[src/rtl/fetch_stage_if.sv]
// Instruction-memory read channel between the fetch stage (master) and memory (slave).
// A read completes on a cycle with req=1 and ready=1; rdata is valid only then.
`timescale 1ns/1ps
interface fetch_stage_if;
  logic        req;
  logic [31:0] addr;
  logic [31:0] rdata;
  logic        ready;

  modport master (output req, addr, input rdata, ready);
  modport slave  (input req, addr, output rdata, ready);
endinterface

[src/rtl/fetch_stage.sv]
// Instruction-fetch stage with IF/ID register: owns the PC, issues handshaked imem reads,
// buffers one word across a decode stall and applies jump/branch redirects.
`timescale 1ns/1ps
module fetch_stage #(
  parameter logic [31:0] RESET_PC  = 32'h0000_0000,
  parameter logic [31:0] NOP_INSTR = 32'h0000_0000
) (
  input  logic                 clk,
  input  logic                 rst_n,
  input  logic                 stall,
  input  logic                 branch_taken,
  input  logic [31:0]          branch_target,
  input  logic                 jump,
  fetch_stage_if.master        imem,
  output logic [31:0]          ir_id,
  output logic [31:0]          pc_plus4_id,
  output logic                 valid_id
);

  typedef enum logic [1:0] {BOOT, FETCH, DISCARD, HOLD} state_t;

  state_t      state, state_n;
  logic [31:0] pc, pc_n;
  logic [31:0] ir_n, pc4_n;
  logic        valid_n;
  logic [31:0] skid_ir, skid_ir_n, skid_pc4, skid_pc4_n;
  logic [31:0] pending_pc, pending_pc_n;
  logic        redirect, xfer;
  logic [31:0] target, pc_inc;

  assign redirect = jump | branch_taken;
  assign target   = jump ? {pc_plus4_id[31:28], ir_id[25:0], 2'b00} : branch_target;
  assign pc_inc   = pc + 32'd4;

  assign imem.req  = (state == FETCH) || (state == DISCARD);
  assign imem.addr = pc;
  assign xfer      = imem.req & imem.ready;

  // NOTE: sequential state uses non-blocking assignments so every register samples
  // pre-edge values regardless of block ordering.
  always_ff @(posedge clk or negedge rst_n) begin
    if (!rst_n) state <= BOOT;
    else        state <= state_n;
  end

  // NOTE: every signal written here is defaulted first, so no path can infer a latch.
  always_comb begin
    state_n      = state;
    pc_n         = pc;
    ir_n         = ir_id;
    pc4_n        = pc_plus4_id;
    valid_n      = valid_id;
    skid_ir_n    = skid_ir;
    skid_pc4_n   = skid_pc4;
    pending_pc_n = pending_pc;

    case (state)
      BOOT: begin
        state_n = FETCH;
        if (redirect) pc_n = target;
      end
      FETCH: begin
        if (xfer) begin
          if (redirect) begin
            pc_n = target;
          end else if (stall) begin
            skid_ir_n  = imem.rdata;
            skid_pc4_n = pc_inc;
            pc_n       = pc_inc;
            state_n    = HOLD;
          end else begin
            ir_n    = imem.rdata;
            pc4_n   = pc_inc;
            valid_n = 1'b1;
            pc_n    = pc_inc;
          end
        end else if (redirect) begin
          // The address must stay stable until memory answers, so park the target.
          pending_pc_n = target;
          state_n      = DISCARD;
        end
      end
      DISCARD: begin
        if (redirect) pending_pc_n = target;
        if (imem.ready) begin
          pc_n    = redirect ? target : pending_pc;
          state_n = FETCH;
        end
      end
      HOLD: begin
        if (redirect) begin
          skid_ir_n  = NOP_INSTR;
          skid_pc4_n = 32'd0;
          pc_n       = target;
          state_n    = FETCH;
        end else if (!stall) begin
          ir_n    = skid_ir;
          pc4_n   = skid_pc4;
          valid_n = 1'b1;
          state_n = FETCH;
        end
      end
      default: state_n = BOOT;
    endcase

    // A redirect squashes the instruction in ID even while decode is stalled.
    if (redirect) begin
      ir_n    = NOP_INSTR;
      valid_n = 1'b0;
    end
  end

  always_ff @(posedge clk or negedge rst_n) begin
    if (!rst_n) begin
      pc          <= RESET_PC;
      ir_id       <= NOP_INSTR;
      pc_plus4_id <= 32'd0;
      valid_id    <= 1'b0;
      skid_ir     <= NOP_INSTR;
      skid_pc4    <= 32'd0;
      pending_pc  <= RESET_PC;
    end else begin
      pc          <= pc_n;
      ir_id       <= ir_n;
      pc_plus4_id <= pc4_n;
      valid_id    <= valid_n;
      skid_ir     <= skid_ir_n;
      skid_pc4    <= skid_pc4_n;
      pending_pc  <= pending_pc_n;
    end
  end

endmodule

[src/flat_wrapper.sv]
// flat-port wrapper written by rule: the top's interface ports become plain ports
module fetch_stage_flat 
#(
  parameter logic [31:0] RESET_PC  = 32'h0000_0000,
  parameter logic [31:0] NOP_INSTR = 32'h0000_0000
)
  (clk, rst_n, stall, branch_taken, branch_target, jump, ir_id, pc_plus4_id, valid_id, imem_req, imem_addr, imem_rdata, imem_ready);
  fetch_stage_if imem_i ();
  input  logic clk;
  input  logic rst_n;
  input  logic stall;
  input  logic branch_taken;
  input  logic [31:0] branch_target;
  input  logic jump;
  output logic [31:0] ir_id;
  output logic [31:0] pc_plus4_id;
  output logic valid_id;
  output wire logic [$bits(imem_i.req)-1:0] imem_req;
  output wire logic [$bits(imem_i.addr)-1:0] imem_addr;
  input wire logic [$bits(imem_i.rdata)-1:0] imem_rdata;
  input wire logic [$bits(imem_i.ready)-1:0] imem_ready;
  assign imem_req = imem_i.req;
  assign imem_addr = imem_i.addr;
  assign imem_i.rdata = imem_rdata;
  assign imem_i.ready = imem_ready;
  fetch_stage #(.RESET_PC(RESET_PC), .NOP_INSTR(NOP_INSTR)) u_core (.clk(clk), .rst_n(rst_n), .stall(stall), .branch_taken(branch_taken), .branch_target(branch_target), .jump(jump), .imem(imem_i), .ir_id(ir_id), .pc_plus4_id(pc_plus4_id), .valid_id(valid_id));
endmodule
[config.mk]
export PLATFORM = sky130hd
export DESIGN_NAME = fetch_stage_flat
export DESIGN_NICKNAME = d
export VERILOG_FILES = /design/src/rtl/fetch_stage_if.sv /design/src/rtl/fetch_stage.sv /design/src/flat_wrapper.sv
export SDC_FILE = /design/constraint.sdc
export NUM_CORES = 1
export LEC_CHECK = 0
export BUFFER_PORTS_ARGS = -buffer_cell sky130_fd_sc_hd__buf_2
export CAP_MARGIN = 20
export CORE_MARGIN = 2
export CORE_UTILIZATION = 30
export CTS_CLUSTER_SIZE = 40
export DETAILED_ROUTE_END_ITERATION = 6
export PLACE_DENSITY_LB_ADDON = 0.05
export SLEW_MARGIN = 5
export SYNTH_ARGS = -nofsm -noshare
export SYNTH_HDL_FRONTEND = slang
export SYNTH_SLANG_ARGS = --single-unit
[constraint.sdc]
create_clock -name clk -period 4.3 [get_ports clk]
set_clock_uncertainty 0.15 [all_clocks]
set_input_delay 0.86 -clock clk [delete_from_list [all_inputs] [get_ports clk]]
set_output_delay 0.86 -clock clk [all_outputs]
set_load 0.02 [all_outputs]
==> flow_summary.ini <==
[global_routing]
grt_antenna_before_repair = 4
grt_use_total_pct = 19.66
grt_pass1_vias = 8459
grt_pass1_wl_um = 53700
grt_max_degree = 86
grt-ovfl-total = 0

[power_and_ir_drop]
p_leak_uw = 0.005422
vdd_ir_drop_max_v = 0.0003337
power_density_nw_per_um2 = 722.5
p_total_uw = 8783

[outcome]
outcome = finished, final reports clean

[yosys]
yosys-top-cells-count = dfrtp_1, nand2_1, o21ai_0
yosysMostFrequentCell = dfrtp_1
ys_seq_area_share_pct = 47.32
ys_ff_latch = 195
synth_area_um2 = 10310
synth_top_area_share_pct = 47.32
yosysWarnings = 0
yosysUniqueCellTypes = 64
postSynthAreaPerCell_um2 = 8.952
synthTopCellsByArea = dfrtp_1, nand2_1, o21ai_0
synth_nets = 1226
syn_inst = 1152
ys.flop_type = dfrtp_1
synth_edf_count = 0
yosys.area.top_type = dfrtp_1
async_flop_share_pct = 100.0

[critical_path]
end_kind = register
worstPathArrival_ns = 3.34
worst-path-max-fanout = 29
rr_worst_depth = 8
critPathKind = primary input to register
critPathLaunch = jump
critPathRequiredTime_ns = 4.48
timing.rr.start = u_core.state[0]
start_kind = primary input

[drt]
post_drt_wl_per_cell_um = 19.89
drc = 0
drt-total-wl_um = 34490
drt_iter0_markers = 454
ant_nets = 0
vias = 8771
vias_per_cell = 5.058
firstDrtPassIters = 5

[place]
dp.final_hpwl_um = 24640
io_buffers = 167
gp_congestion = 0.8036

[floorplan]
rows = 67
die_h_um = 189.4
coreArea_um2 = 33700
fp.dieW_um = 189.4
start_util_pct = 30.60
boundaryPins = 168
die_area_um2 = 35870

[clock_tree]
cts_tree = done
cts_setup_buffers = 0
ctsRootBufferMaster = clkbuf_16
h-tree-depth = 4
cts.repair.resized = 0
cts.sinks = 195
clk_latency_ns = 0.45
cts_hold_buf = 0
cts_made_buffers = 17
cts_buffer_depth = 2
clkSlewWorstSetupHoldPaths_ns = 0.07

[final_layout]
n_fill_cell = 3571
layout-drive-gt1-share_pct = 20.47
area_growth_pct = 17.87
final_nets = 1347

[flow_run]
maxCapViolations = 0

[sta]
setup_viol = 0
worstMarginPinSlew_ns = 0.9627
finalCritPeriodShare_pct = 73.48
drv_slew = 0
relSlewSlack_pct = 35.75
period_minus_slack_ns = 3.160
fmax_mhz = 316.5
rsz0062_at_grt = false
hold_viol = 0
setup_tns_ns = 0
whs_ns = 0.2542

[min_path]
hold_class = primary input to async pin
==> cell families (layout without fill, tap and decap cells) <==
family,after synthesis,after routing,synth area share (%)
DFF,195,195,47.32
other,0,1,0
buffers and inverters,110,243,4.319
and+or+nand+nor,414,414,18.92
adders and majority gates,4,4,0.4853
muxes,61,61,6.127
AOI/OAI and AO/OA,340,340,20.46
xor gates and xnor gates,28,28,2.378
==> critical path, cell delays in order <==
cell     delay [ns]
buf_2          0.18
nor2_2         0.77
nand2_1        0.27
nor3_2         0.46
nor2_4         0.25
buf_4          0.25
mux2_2         0.27
==> worst paths after layout <==
kind	endpoint	slack, ns
setup / recovery	u_core.skid_pc4[2]	1.14
hold / removal	u_core.pc_plus4_id[18]	0.25
setup reg to reg	u_core.skid_pc4[2]	1.33
hold reg to reg	u_core.pc_plus4_id[22]	0.32
min in group clk	u_core.pc_plus4_id[22]	0.32
max in group asynchronous	u_core.skid_ir[24]	2.84
==> flip-flops by register name, summed over array words and instances, names as in the netlist <==
name	count
u_core.imem.addr	32
u_core.skid_ir	32
u_core.pending_pc	32
u_core.ir_id	32
u_core.pc_plus4_id	32
u_core.skid_pc4	32
u_core.state	2
u_core.valid_id	1
==> power breakdown <==
group	switching (µW)	total (µW)	leakage, µW	internal [µW]
Clock	772	1540	0.000251	765
Sequential	570	3090	0.00252	2520
Combinational	2680	4160	0.00265	1480
==> per-layer routing <==
layer  global-route usage, %  share of wire, %  vias up
met5                       0             0.061        -
met4                   4.711               1.3        4
met3                   3.596               4.3       23
met2                   29.90                45      220
met1                   28.80                50     4204
li1                        -                 -     4320
==> through the flow <==
stage | instance area [µm²] | std cells | utilization (%) | worst slack (ns)
final | 12160 | 1734 | 36.07 | 1.140
after global routing | 12150 | 1733 | 36.06 | 0.9084
after CTS | 12150 | 1733 | 36.06 | 1.166
after detailed placement | 11610 | 1702 | 34.45 | 0.6814
after global placement | 11610 | 1702 | 34.45 | 0.6954
after floorplan | 10310 | 1152 | - | 1.708
==> layout make-up <==
type | count | area (µm²) | area share [%]
Multi-Input combinational cell | 847 | 5025 | 41.34
Inverter | 17 | 63.81 | 0.5250
Clock buffer | 19 | 442.9 | 3.644
Antenna cell | 1 | 2.502 | 0.02059
Timing Repair Buffer | 195 | 1080 | 8.883
Sequential cell | 195 | 4880 | 40.14
Clock inverter | 12 | 101.3 | 0.8338
Tap cell | 448 | 560.5 | 4.611
==> placed cells by master, fill, tap and decap left out, drive strengths merged, types with 4 or more instances in the layout <==
master	Yosys	layout
xnor2	18	18
a2bb2oi	4	4
a311oi	32	32
a22o	8	8
a211oi	5	5
o21ai	121	121
nand4	11	11
nor4	7	7
mux2	17	17
and3	9	9
o31ai	4	4
a22oi	11	11
clkinvlp	0	5
a221oi	4	4
nand2	176	176
a31oi	9	9
nand2b	52	52
o211ai	10	10
ha	4	4
nor2	102	102
o22ai	18	18
nor3	13	13
clkbuf	69	20
o221ai	6	6
nand3	18	18
xor2	10	10
buf	24	194
o21a	6	6
a21o	6	6
mux2i	44	44
nor2b	13	13
inv	17	21
a21oi	79	79
dfrtp	195	195
Power figures use the tool's default switching activity.
